$ cat src/rtl/lcd_bus_responder_if.sv
// ----------------------------------------------------------------------------
// lcd_bus_responder_if
//   Character-LCD bus as seen by a passive listener, plus a debug view of the
//   listener's FSM state.
//
//   Signals:
//     lcd_en     enable strobe (write data is latched on its falling edge)
//     lcd_rs     0 = command, 1 = data
//     lcd_rw     0 = write, 1 = read
//     lcd_data   8-bit data bus
//     state_dbg  responder FSM state: 0 = IDLE, 1 = CLEAR
//
//   Modports:
//     master  drives the LCD bus (the LCD controller or a bench driver)
//     slave   observes the LCD bus and reports its FSM state (the responder)
// ----------------------------------------------------------------------------
interface lcd_bus_responder_if;
  logic       lcd_en;
  logic       lcd_rs;
  logic       lcd_rw;
  logic [7:0] lcd_data;
  logic       state_dbg;

  modport master (
    output lcd_en,
    output lcd_rs,
    output lcd_rw,
    output lcd_data,
    input  state_dbg
  );

  modport slave (
    input  lcd_en,
    input  lcd_rs,
    input  lcd_rw,
    input  lcd_data,
    output state_dbg
  );
endinterface

$ cat src/rtl/lcd_bus_responder.sv
// ----------------------------------------------------------------------------
// lcd_bus_responder
//   Passive HD44780-style listener on the character-LCD bus. It decodes every
//   write strobe into commands / character writes and keeps a 32-entry shadow
//   of the visible 16x2 display, readable through a registered RAM port.
//   The bus is never driven.
//
//   Ports:
//     clk       system clock
//     rst       asynchronous, active-high reset
//     bus       LCD bus (slave modport; inputs only, plus state_dbg out)
//     raddr     shadow read address: 0-15 line 1, 16-31 line 2
//     rdata     shadow[raddr], one cycle later
//     busy      clear sequence in progress
//     ev_valid  one-cycle pulse per accepted write strobe
//     ev_rs     rs of the accepted strobe (valid with ev_valid)
//     ev_data   data byte of the accepted strobe (valid with ev_valid)
//     cursor    current DDRAM address
//     overrun   sticky: a write strobe arrived while busy
//
//   Bus semantics: the LCD bus has no valid/ready. A write transfer is a
//   falling edge of synchronized lcd_en with lcd_rw = 0; rs and data are
//   sampled from the same synchronizer stage as en. The responder cannot
//   stall the bus, so a transfer seen while busy is dropped and flagged.
// ----------------------------------------------------------------------------
module lcd_bus_responder #(
  parameter int         SYNC_STAGES = 2,
  parameter logic [7:0] CLEAR_CHAR  = 8'h20
) (
  input  logic                  clk,
  input  logic                  rst,
  lcd_bus_responder_if.slave    bus,
  input  logic [4:0]            raddr,
  output logic [7:0]            rdata,
  output logic                  busy,
  output logic                  ev_valid,
  output logic                  ev_rs,
  output logic [7:0]            ev_data,
  output logic [6:0]            cursor,
  output logic                  overrun
);

  typedef enum logic {
    ST_IDLE  = 1'b0,
    ST_CLEAR = 1'b1
  } state_t;

  // ---------------------------------------------------------------------------
  // Input synchronizer: {en, rs, rw, data[7:0]} travel together.
  // ---------------------------------------------------------------------------
  logic [10:0] sync_q [SYNC_STAGES];
  logic [10:0] bus_s;

  always_ff @(posedge clk or posedge rst) begin
    if (rst) begin
      for (int i = 0; i < SYNC_STAGES; i++) sync_q[i] <= '0;
    end else begin
      sync_q[0] <= {bus.lcd_en, bus.lcd_rs, bus.lcd_rw, bus.lcd_data};
      for (int i = 1; i < SYNC_STAGES; i++) sync_q[i] <= sync_q[i-1];
    end
  end

  assign bus_s = sync_q[SYNC_STAGES-1];

  // ---------------------------------------------------------------------------
  // Falling-edge detect. stb_q and the captured fields are registered so the
  // decode below sees a stable, single-cycle strobe.
  // ---------------------------------------------------------------------------
  logic       en_prev;
  logic       stb_q;
  logic       rs_q;
  logic       rw_q;
  logic [7:0] data_q;

  always_ff @(posedge clk or posedge rst) begin
    if (rst) begin
      en_prev <= 1'b0;
      stb_q   <= 1'b0;
      rs_q    <= 1'b0;
      rw_q    <= 1'b0;
      data_q  <= '0;
    end else begin
      en_prev <= bus_s[10];
      stb_q   <= en_prev & ~bus_s[10];
      rs_q    <= bus_s[9];
      rw_q    <= bus_s[8];
      data_q  <= bus_s[7:0];
    end
  end

  // ---------------------------------------------------------------------------
  // FSM: state register / next-state / outputs
  // ---------------------------------------------------------------------------
  state_t     state, state_n;
  logic [4:0] clr_idx, clr_idx_n;

  logic       accept;
  logic       drop;
  logic       clear_cmd;

  assign accept    = stb_q & ~rw_q & (state == ST_IDLE);
  assign drop      = stb_q & ~rw_q & (state == ST_CLEAR);
  assign clear_cmd = accept & ~rs_q & (data_q == 8'h01);

  // Reset lands in CLEAR so the shadow is initialised without a separate path.
  always_ff @(posedge clk or posedge rst) begin
    if (rst) begin
      state   <= ST_CLEAR;
      clr_idx <= '0;
    end else begin
      state   <= state_n;
      clr_idx <= clr_idx_n;
    end
  end

  always_comb begin
    state_n   = state;
    clr_idx_n = clr_idx;
    case (state)
      ST_IDLE: begin
        if (clear_cmd) begin
          state_n   = ST_CLEAR;
          clr_idx_n = '0;
        end
      end
      ST_CLEAR: begin
        clr_idx_n = clr_idx + 5'd1;
        if (clr_idx == 5'd31) state_n = ST_IDLE;
      end
      default: begin
        state_n   = ST_IDLE;
        clr_idx_n = '0;
      end
    endcase
  end

  // Shadow write port: clear fill in CLEAR, character writes in IDLE.
  // Only DDRAM 0x00-0x0F and 0x40-0x4F are visible; others store nothing.
  logic       mem_we;
  logic [4:0] mem_waddr;
  logic [7:0] mem_wdata;

  always_comb begin
    busy      = 1'b0;
    mem_we    = 1'b0;
    mem_waddr = '0;
    mem_wdata = '0;
    case (state)
      ST_CLEAR: begin
        busy      = 1'b1;
        mem_we    = 1'b1;
        mem_waddr = clr_idx;
        mem_wdata = CLEAR_CHAR;
      end
      ST_IDLE: begin
        if (accept && rs_q) begin
          mem_wdata = data_q;
          if (cursor[6:4] == 3'b000) begin
            mem_we    = 1'b1;
            mem_waddr = {1'b0, cursor[3:0]};
          end else if (cursor[6:4] == 3'b100) begin
            mem_we    = 1'b1;
            mem_waddr = {1'b1, cursor[3:0]};
          end
        end
      end
      default: ;
    endcase
  end

  assign bus.state_dbg = (state == ST_CLEAR);

  // ---------------------------------------------------------------------------
  // Cursor stepping: the two 40-character lines are chained 0x27->0x40 and
  // 0x67->0x00; addresses above 0x67 just wrap modulo 128.
  // ---------------------------------------------------------------------------
  function automatic logic [6:0] step_cursor(input logic [6:0] c, input logic up);
    logic [6:0] r;
    if (up) begin
      if (c == 7'h27)      r = 7'h40;
      else if (c == 7'h67) r = 7'h00;
      else                 r = c + 7'd1;
    end else begin
      if (c == 7'h00)      r = 7'h67;
      else if (c == 7'h40) r = 7'h27;
      else                 r = c - 7'd1;
    end
    return r;
  endfunction

  logic inc;

  always_ff @(posedge clk or posedge rst) begin
    if (rst) begin
      cursor   <= '0;
      inc      <= 1'b1;
      ev_valid <= 1'b0;
      ev_rs    <= 1'b0;
      ev_data  <= '0;
      overrun  <= 1'b0;
    end else begin
      ev_valid <= accept;
      if (accept) begin
        ev_rs   <= rs_q;
        ev_data <= data_q;
      end
      if (drop) overrun <= 1'b1;
      if (accept) begin
        if (rs_q) begin
          cursor <= step_cursor(cursor, inc);
        end else if (data_q[7]) begin
          cursor <= data_q[6:0];
        end else if (data_q[7:1] == 7'b0000001) begin
          cursor <= '0;
        end else if (data_q[7:2] == 6'b000001) begin
          inc <= data_q[1];
        end else if (data_q == 8'h01) begin
          cursor <= '0;
          inc    <= 1'b1;
        end
      end
    end
  end

  // ---------------------------------------------------------------------------
  // Shadow RAM. Read-before-write: a same-cycle read returns the old value.
  // ---------------------------------------------------------------------------
  logic [7:0] shadow [32];

  always_ff @(posedge clk) begin
    if (mem_we) shadow[mem_waddr] <= mem_wdata;
  end

  always_ff @(posedge clk or posedge rst) begin
    if (rst) rdata <= '0;
    else     rdata <= shadow[raddr];
  end

endmodule

$ cat src/flat_wrapper.sv
// flat-port wrapper written by rule: the top's interface ports become plain ports
module lcd_bus_responder_flat 
#(
  parameter int         SYNC_STAGES = 2,
  parameter logic [7:0] CLEAR_CHAR  = 8'h20
)
  (clk, rst, raddr, rdata, busy, ev_valid, ev_rs, ev_data, cursor, overrun, bus_lcd_en, bus_lcd_rs, bus_lcd_rw, bus_lcd_data, bus_state_dbg);
  lcd_bus_responder_if bus_i ();
  input  logic clk;
  input  logic rst;
  input  logic [4:0] raddr;
  output logic [7:0] rdata;
  output logic busy;
  output logic ev_valid;
  output logic ev_rs;
  output logic [7:0] ev_data;
  output logic [6:0] cursor;
  output logic overrun;
  input wire logic [$bits(bus_i.lcd_en)-1:0] bus_lcd_en;
  input wire logic [$bits(bus_i.lcd_rs)-1:0] bus_lcd_rs;
  input wire logic [$bits(bus_i.lcd_rw)-1:0] bus_lcd_rw;
  input wire logic [$bits(bus_i.lcd_data)-1:0] bus_lcd_data;
  output wire logic [$bits(bus_i.state_dbg)-1:0] bus_state_dbg;
  assign bus_i.lcd_en = bus_lcd_en;
  assign bus_i.lcd_rs = bus_lcd_rs;
  assign bus_i.lcd_rw = bus_lcd_rw;
  assign bus_i.lcd_data = bus_lcd_data;
  assign bus_state_dbg = bus_i.state_dbg;
  lcd_bus_responder #(.SYNC_STAGES(SYNC_STAGES), .CLEAR_CHAR(CLEAR_CHAR)) u_core (.clk(clk), .rst(rst), .bus(bus_i), .raddr(raddr), .rdata(rdata), .busy(busy), .ev_valid(ev_valid), .ev_rs(ev_rs), .ev_data(ev_data), .cursor(cursor), .overrun(overrun));
endmodule
$ cat config.mk
export PLATFORM = sky130hd
export DESIGN_NAME = lcd_bus_responder_flat
export DESIGN_NICKNAME = d
export VERILOG_FILES = /design/src/rtl/lcd_bus_responder_if.sv /design/src/rtl/lcd_bus_responder.sv /design/src/flat_wrapper.sv
export SDC_FILE = /design/constraint.sdc
export NUM_CORES = 1
export LEC_CHECK = 0
export BUFFER_PORTS_ARGS = -buffer_cell sky130_fd_sc_hd__clkbuf_2
export CORE_MARGIN = 5
export CORE_UTILIZATION = 55
export CTS_CLUSTER_DIAMETER = 120
export DETAILED_ROUTE_END_ITERATION = 6
export PLACE_DENSITY = 0.75
export SYNTH_ARGS = -nofsm -noshare
export SYNTH_HDL_FRONTEND = slang
export SYNTH_SLANG_ARGS = --single-unit
$ cat constraint.sdc
create_clock -name clk -period 2.7 [get_ports clk]
set_clock_uncertainty 0.05 [all_clocks]
set_input_delay 0.54 -clock clk [delete_from_list [all_inputs] [get_ports clk]]
set_output_delay 0.54 -clock clk [all_outputs]
set_load 0.02 [all_outputs]
# --- Word-level counts from Yosys, hierarchy flattened ---
# Memory sizes are Yosys's and may differ from the RTL's. A register that Yosys moved wholly into a read port is not among the register bits.
# Index checks and enable logic that the tools add are counted.
word_totals:
  regBits: 59
  n_memories: 1
  latchBits: 0
  elab_cells: 78
  mem_bits_rw: 256
  inputBits: 18
  out_inout_bits: 28
  romBits: 0
classes:
  multipliers: 0
  n_reduce_logical: 7
  div_mod_pow: 0
  n_eq_ne: 10
  n_shift: 0
  n_addsub: 3
  order_cmp: 0
  n_mux: 30
  n_bitwise: 12
mem_list:
  columns: ["name", "words", "word_bits", "rd", "rd_clocked_by_memory_dff", "write_ports", "line", "source"]
  rows:
  - ["u_core.shadow", 32, 8, 1, 1, 1, "lcd_bus_responder.sv:228", "logic [7:0] shadow [32];"]
ops:
  columns: ["cell", "count"]
  rows:
  - ["two-way mux 7 bit", 10]
  - ["two-way mux 5 bit", 4]
  - ["case mux 5 bit (2 select lines)", 2]
  - ["case mux 8 bit (2 select lines)", 1]
  - ["== test 7 bit (second input constant)", 2]
  - ["two-way mux 1 bit", 10]
  - ["== test 8 x 1 -> 1 bit (second input constant)", 1]
  - ["two-way mux 8 bit", 1]
  - ["adder 7 x 1 -> 7 bit (second input constant)", 1]
  - ["== test 7 x 1 -> 1 bit (second input constant)", 1]
  - ["== test 7 x 6 -> 1 bit (second input constant)", 1]
  - ["zero test 7 bit", 1]
  - ["subtractor 7 x 1 -> 7 bit (second input constant)", 1]
  - ["bitwise AND 1 bit", 6]
  - ["== test 6 x 1 -> 1 bit (second input constant)", 1]
  - ["inverter 1 bit", 6]
  - ["adder 5 x 1 -> 5 bit (second input constant)", 1]
  - ["== test 5 bit (second input constant)", 1]
  - ["AND reduction 5 bit", 1]
  - ["!= test 4 x 1 -> 1 bit (second input constant)", 1]
  - ["case mux 1 bit (2 select lines)", 2]
  - ["nonzero test 4 bit", 1]
  - ["== test 3 bit (second input constant)", 1]
  - ["zero test 3 bit", 1]
  - ["other kinds (4)", 4]

# --- Longest topological paths before layout ---
depth:
  word_depth: 8
  depth_mapped: 7
  depth_no_buf: 6

# --- Worst setup path after synthesis ---
# No wires, ideal clock.
synth_path:
  path_kind: "flip-flop to flip-flop"
  startpoint: "reg u_core.state (netlist: u_core.bus.state_dbg)"
  endpoint: "mem u_core.shadow[0][1], data pin"
  arrival_ps: 2076
  slack_ps: 129
  setup_ps: 445
  period_less_slack_ps: 2571
  n_path_buf: 2
  path_stages_with_launch: 4
  required_time_ps: 2205
  cell_sequence: "dfstp_2 > clkbuf_1 > clkbuf_1 > nor3_1"
synth_between:
  elab_chain_cells: 5
synth_lines:
  columns: ["element", "line", "source"]
  rows:
  - ["from (decl)", "lcd_bus_responder.sv:94", "state_t state, state_n;"]
  - ["from (signal assigned)", "lcd_bus_responder.sv:111", "state <= state_n;"]
  - ["inverter 1 bit", "lcd_bus_responder.sv:101, lcd_bus_responder.sv:148", null]
  - ["bitwise AND 1 bit", "lcd_bus_responder.sv:101", "assign accept = stb_q & ~rw_q & (state == ST_IDLE);"]
  - ["logical AND 1 bit", "lcd_bus_responder.sv:156", "if (accept && rs_q) begin"]
  - ["two-way mux 8 bit", "lcd_bus_responder.sv:156", null]
  - ["case mux 8 bit (2 select lines) *", "lcd_bus_responder.sv:148", "case (state)"]
  - ["via u_core.mem_wdata[1]", "lcd_bus_responder.sv:141", "logic [7:0] mem_wdata;"]
  - ["to (decl)", "lcd_bus_responder.sv:228", null]
# The timed path passes the listed nets; every way through them passes the cells marked *.

# --- Worst setup path after layout ---
layout_path:
  startpoint: "reg u_core.state (netlist: u_core.bus.state_dbg)"
  endpoint: "mem u_core.shadow[4][2] (enable)"
layout_between:
  elab_chain_cells: 7
  word_cells_on_any_way: 9
  cone_classes: "6 x mux; 2 x bitwise; 1 x reduce/logical"
layout_lines:
  columns: ["element", "line", "source"]
  rows:
  - ["inverter 1 bit", "lcd_bus_responder.sv:101, lcd_bus_responder.sv:148", null]
  - ["bitwise AND 1 bit", "lcd_bus_responder.sv:101", null]
  - ["logical AND 1 bit", "lcd_bus_responder.sv:156", null]
  - ["two-way mux 1 bit", "lcd_bus_responder.sv:156", null]
  - ["case mux 1 bit (2 select lines)", "lcd_bus_responder.sv:148", null]
  - ["two-way mux 1 bit", "lcd_bus_responder.sv:231", "if (mem_we) shadow[mem_waddr] <= mem_wdata;"]
  - ["two-way mux 1 bit (not written as such)", "lcd_bus_responder.sv:231", null]
# Several ways; a longest one is shown, not always the timed one.

==> metrics.md <==
| Metric | Value |
|---|---|
| Status | `finished, final reports clean` |
| RSZ-0062 raised after global routing | `false` |
| Placer congestion estimate | `0.839` |
| Crit end category | `flop` |
| First-pass DRT Iterations | `5` |
| WL per Instance | `25.4 um` |
| Final setup TNS | `0 ps` |
| Post-route ant nets | `0` |
| Synthesized flop and latch total | `323` |
| Final WL | `between 20000 and 30000 um` |
| Synth Instances | `656` |
| Async S/R FF share, synth | `20.7%` |
| Overflow after GRT | `0` |
| Die Width | `161 um` |
| Unique cell type count in the Yosys netlist | `58` |
| Setup Fix Bufs, Post-CTS | `0` |
| Starting DRT DRC Count | `666` |
| CTS Root Cell | `clkbuf_16` |
| Final net count | `781` |
| Die H | `161 um` |
| Clock latency at the later pin of the worst-skew pair | `510 ps` |
| Synth top area cells | `edfxtp_1 (61%), mux4_2 (14%), dfrtp_1 (13%), nor2_1 (1.3%), nand2_1 (1.3%)` |
| Most common cell in the synthesized netlist | `edfxtp_1` |
| Row count | `55` |
| Vias/cell | `6.23` |
| Peak Freq | `419 MHz` |
| Ant diodes | `0` |
| Worst path arrival time | `2580 ps` |
| Hold buffers post-CTS | `0` |
| Post-route setup slack | `between 300 and 400 ps` |
| H-tree levels | `2` |
| Synthesis-to-layout area growth | `16.5%` |
| Worst vdd ir | `around 0.46 mV` |
| Min Clock Period, post-route | `2390 ps` |
| Area of the core | `22600 um2` |
| Tcrit/Tclk final | `about nine tenths` |
| Reg clk slew, reported paths | `60 ps` |
| Largest net degree at the start of global routing | `47` |
| Initial Utilization | `55.8%` |
| Syn_nets | `678` |
| DIE AREA | `26000 um2` |
| DPL Wire Length | `16800 um` |
| Port Buffers | `45` |
| Placed cells | `just over 1000` |
| DRC | `0` |
| Worst setup SP type | `flop` |
| DP Worst Slack | `roughly 140 ps` |
| Num CTS Buffers | `34` |
| First-pass GRT wire length | `around 42000 um` |
| Synth top area share | `61.0%` |
| TritonCTS clock tree | `yes` |
| Total Power | `11.3 mW` |
| CP required | `2900 ps` |
| Ys flop type | `edfxtp_1` |
| Worst-case clock buffer depth | `3` |
| Layout cells sized above 1 | `32.6%` |
| Number of placed I/O pins | `46` |
| Crit Path Category | `flop to flop` |
| Static Leak | `5.27 nW` |
| Worst Hold Slack | `roughly 33 ps` |
| Worst Tran Pin Value | `920 ps` |
| Filler cell count | `1494` |
| Max-Cap Viols | `0` |
| Synthesized area per cell | `19.2 um2` |
| Vias | `6646` |
| Initial antenna violation count | `0` |
| Relative slew slack | `37.8%` |
| Final std cells w/o fill | `1067` |
| Final Hold Viols | `0` |
| Worst R2R Path Depth | `5` |
| Vias in the first global route | `6873` |
| Post-synth top cells | `edfxtp_1 (256), mux4_2 (80), dfrtp_1 (65)` |
| Yosys warns | `0` |
| Pwr Density | `~770 nW/um2` |
| CP max FO | `15` |
| Leading area contributor after synthesis | `edfxtp_1` |
| Final setup viols | `0` |
| Post-synth EDFFs | `256` |
| # clock sinks | `323` |
| Synth Cell Area | `12600 um2` |
| GRT Resource Usage Total | `between 20% and 30%` |
| Final std cell area, no fill | `14700 um2` |
| DP Area | `13500 um2` |
| Post-CTS sizing | `0` |
| Slew Viols, Final | `0` |
| Seq/Total Area, Yosys | `around 74%` |
| Hold WC Path Type | `input port to asynchronous set/reset pin` |
| Final Util | `65.0%` |
-- cell families (layout without fill, tap and decap cells) --
group | count (synthesis) | after routing | synth area share [%]
buffers and inverters | 45 | 171 | 1.63
multiplexers | 90 | 90 | 15.2
AO/OA/AOI/OAI | 58 | 58 | 3.23
AND/OR/NAND/NOR | 133 | 133 | 4.98
flip-flops | 323 | 323 | 74.4
XOR/XNOR | 3 | 3 | 0.209
adder cells (fa/ha/maj) | 4 | 4 | 0.397
-- cell usage in the layout, fill, tap and decap left out, types with 5 or more instances in the layout --
cell type / Yosys / layout
a21oi_1: 8 / 8
a41oi_1: 5 / 5
and2_1: 6 / 6
and3_1: 7 / 7
buf_12: 0 / 5
buf_4: 7 / 54
clkbuf_16: 0 / 37
clkbuf_2: 0 / 44
clkinv_2: 0 / 6
dfrtp_1: 65 / 65
edfxtp_1: 256 / 256
inv_1: 8 / 7
mux2_2: 9 / 9
mux4_2: 80 / 80
nand2_1: 42 / 42
nand2b_1: 5 / 5
nor2_1: 43 / 43
nor3_1: 7 / 6
o21ai_0: 15 / 15
-- sequential cells by signal (all words and copies together) (netlist names), 5 cells and up --
signal / flops
u_core.sync_q: 11
u_core.ev_data: 8
u_core.rdata: 8
u_core.clr_idx: 5
u_core.data_q: 8
u_core.shadow: 256
u_core.cursor: 7
u_core.bus_s: 11
-- per-layer routing --
metal	track usage [%]	vias to the layer above	part of all wire (%)
li1	-	2828	-
met3	3.90	45	7.5
met4	5.82	0	2.3
met1	30.1	3435	39
met5	0	-	0
met2	35.7	338	51
-- worst max-delay path: stages, from the launching register on --
cell	delay (ps)
dfstp_2	710
buf_4	250
nor3_1	60
a22oi_1	650
nor2_1	160
buf_4	240
-- final cells by class --
| type | instances | area, um2 | area share, % |
|---|---|---|---|
| flip-flops and latches | 323 | 9370 | 63.8 |
| multi-input cells | 288 | 3030 | 20.6 |
| well taps | 285 | 357 | 2.43 |
| clock inverters | 15 | 178 | 1.21 |
| clock buffers | 44 | 986 | 6.72 |
| inverters | 9 | 33.8 | 0.230 |
| repair buffers | 103 | 726 | 4.95 |
-- path summary, 6_finish.rpt --
| kind | slack [ps] | endpoint | from |
|---|---|---|---|
| worst min-delay path | 30 | u_core.clr_idx[4] | rst |
| worst max-delay path | 310 | u_core.shadow[4][2] | u_core.bus.state_dbg |
| worst max register to register | 310 | u_core.shadow[4][2] | u_core.bus.state_dbg |
| min in group clk | 90 | u_core.sync_q[13] | bus_lcd_data[2] |
| worst min register to register | 300 | u_core.bus_s[0] | u_core.sync_q[11] |
| max in group asynchronous | 1860 | u_core.inc | rst |
-- power breakdown --
part	internal (mW)	total, mW	switching [mW]	leakage, nW
Sequential	5.44	5.57	0.132	3.18
Combinational	0.402	0.933	0.532	1.52
Clock	2.96	4.77	1.82	0.575
Total	8.80	11.3	2.48	5.27
Note: power is estimated with default switching activity, not from simulation.
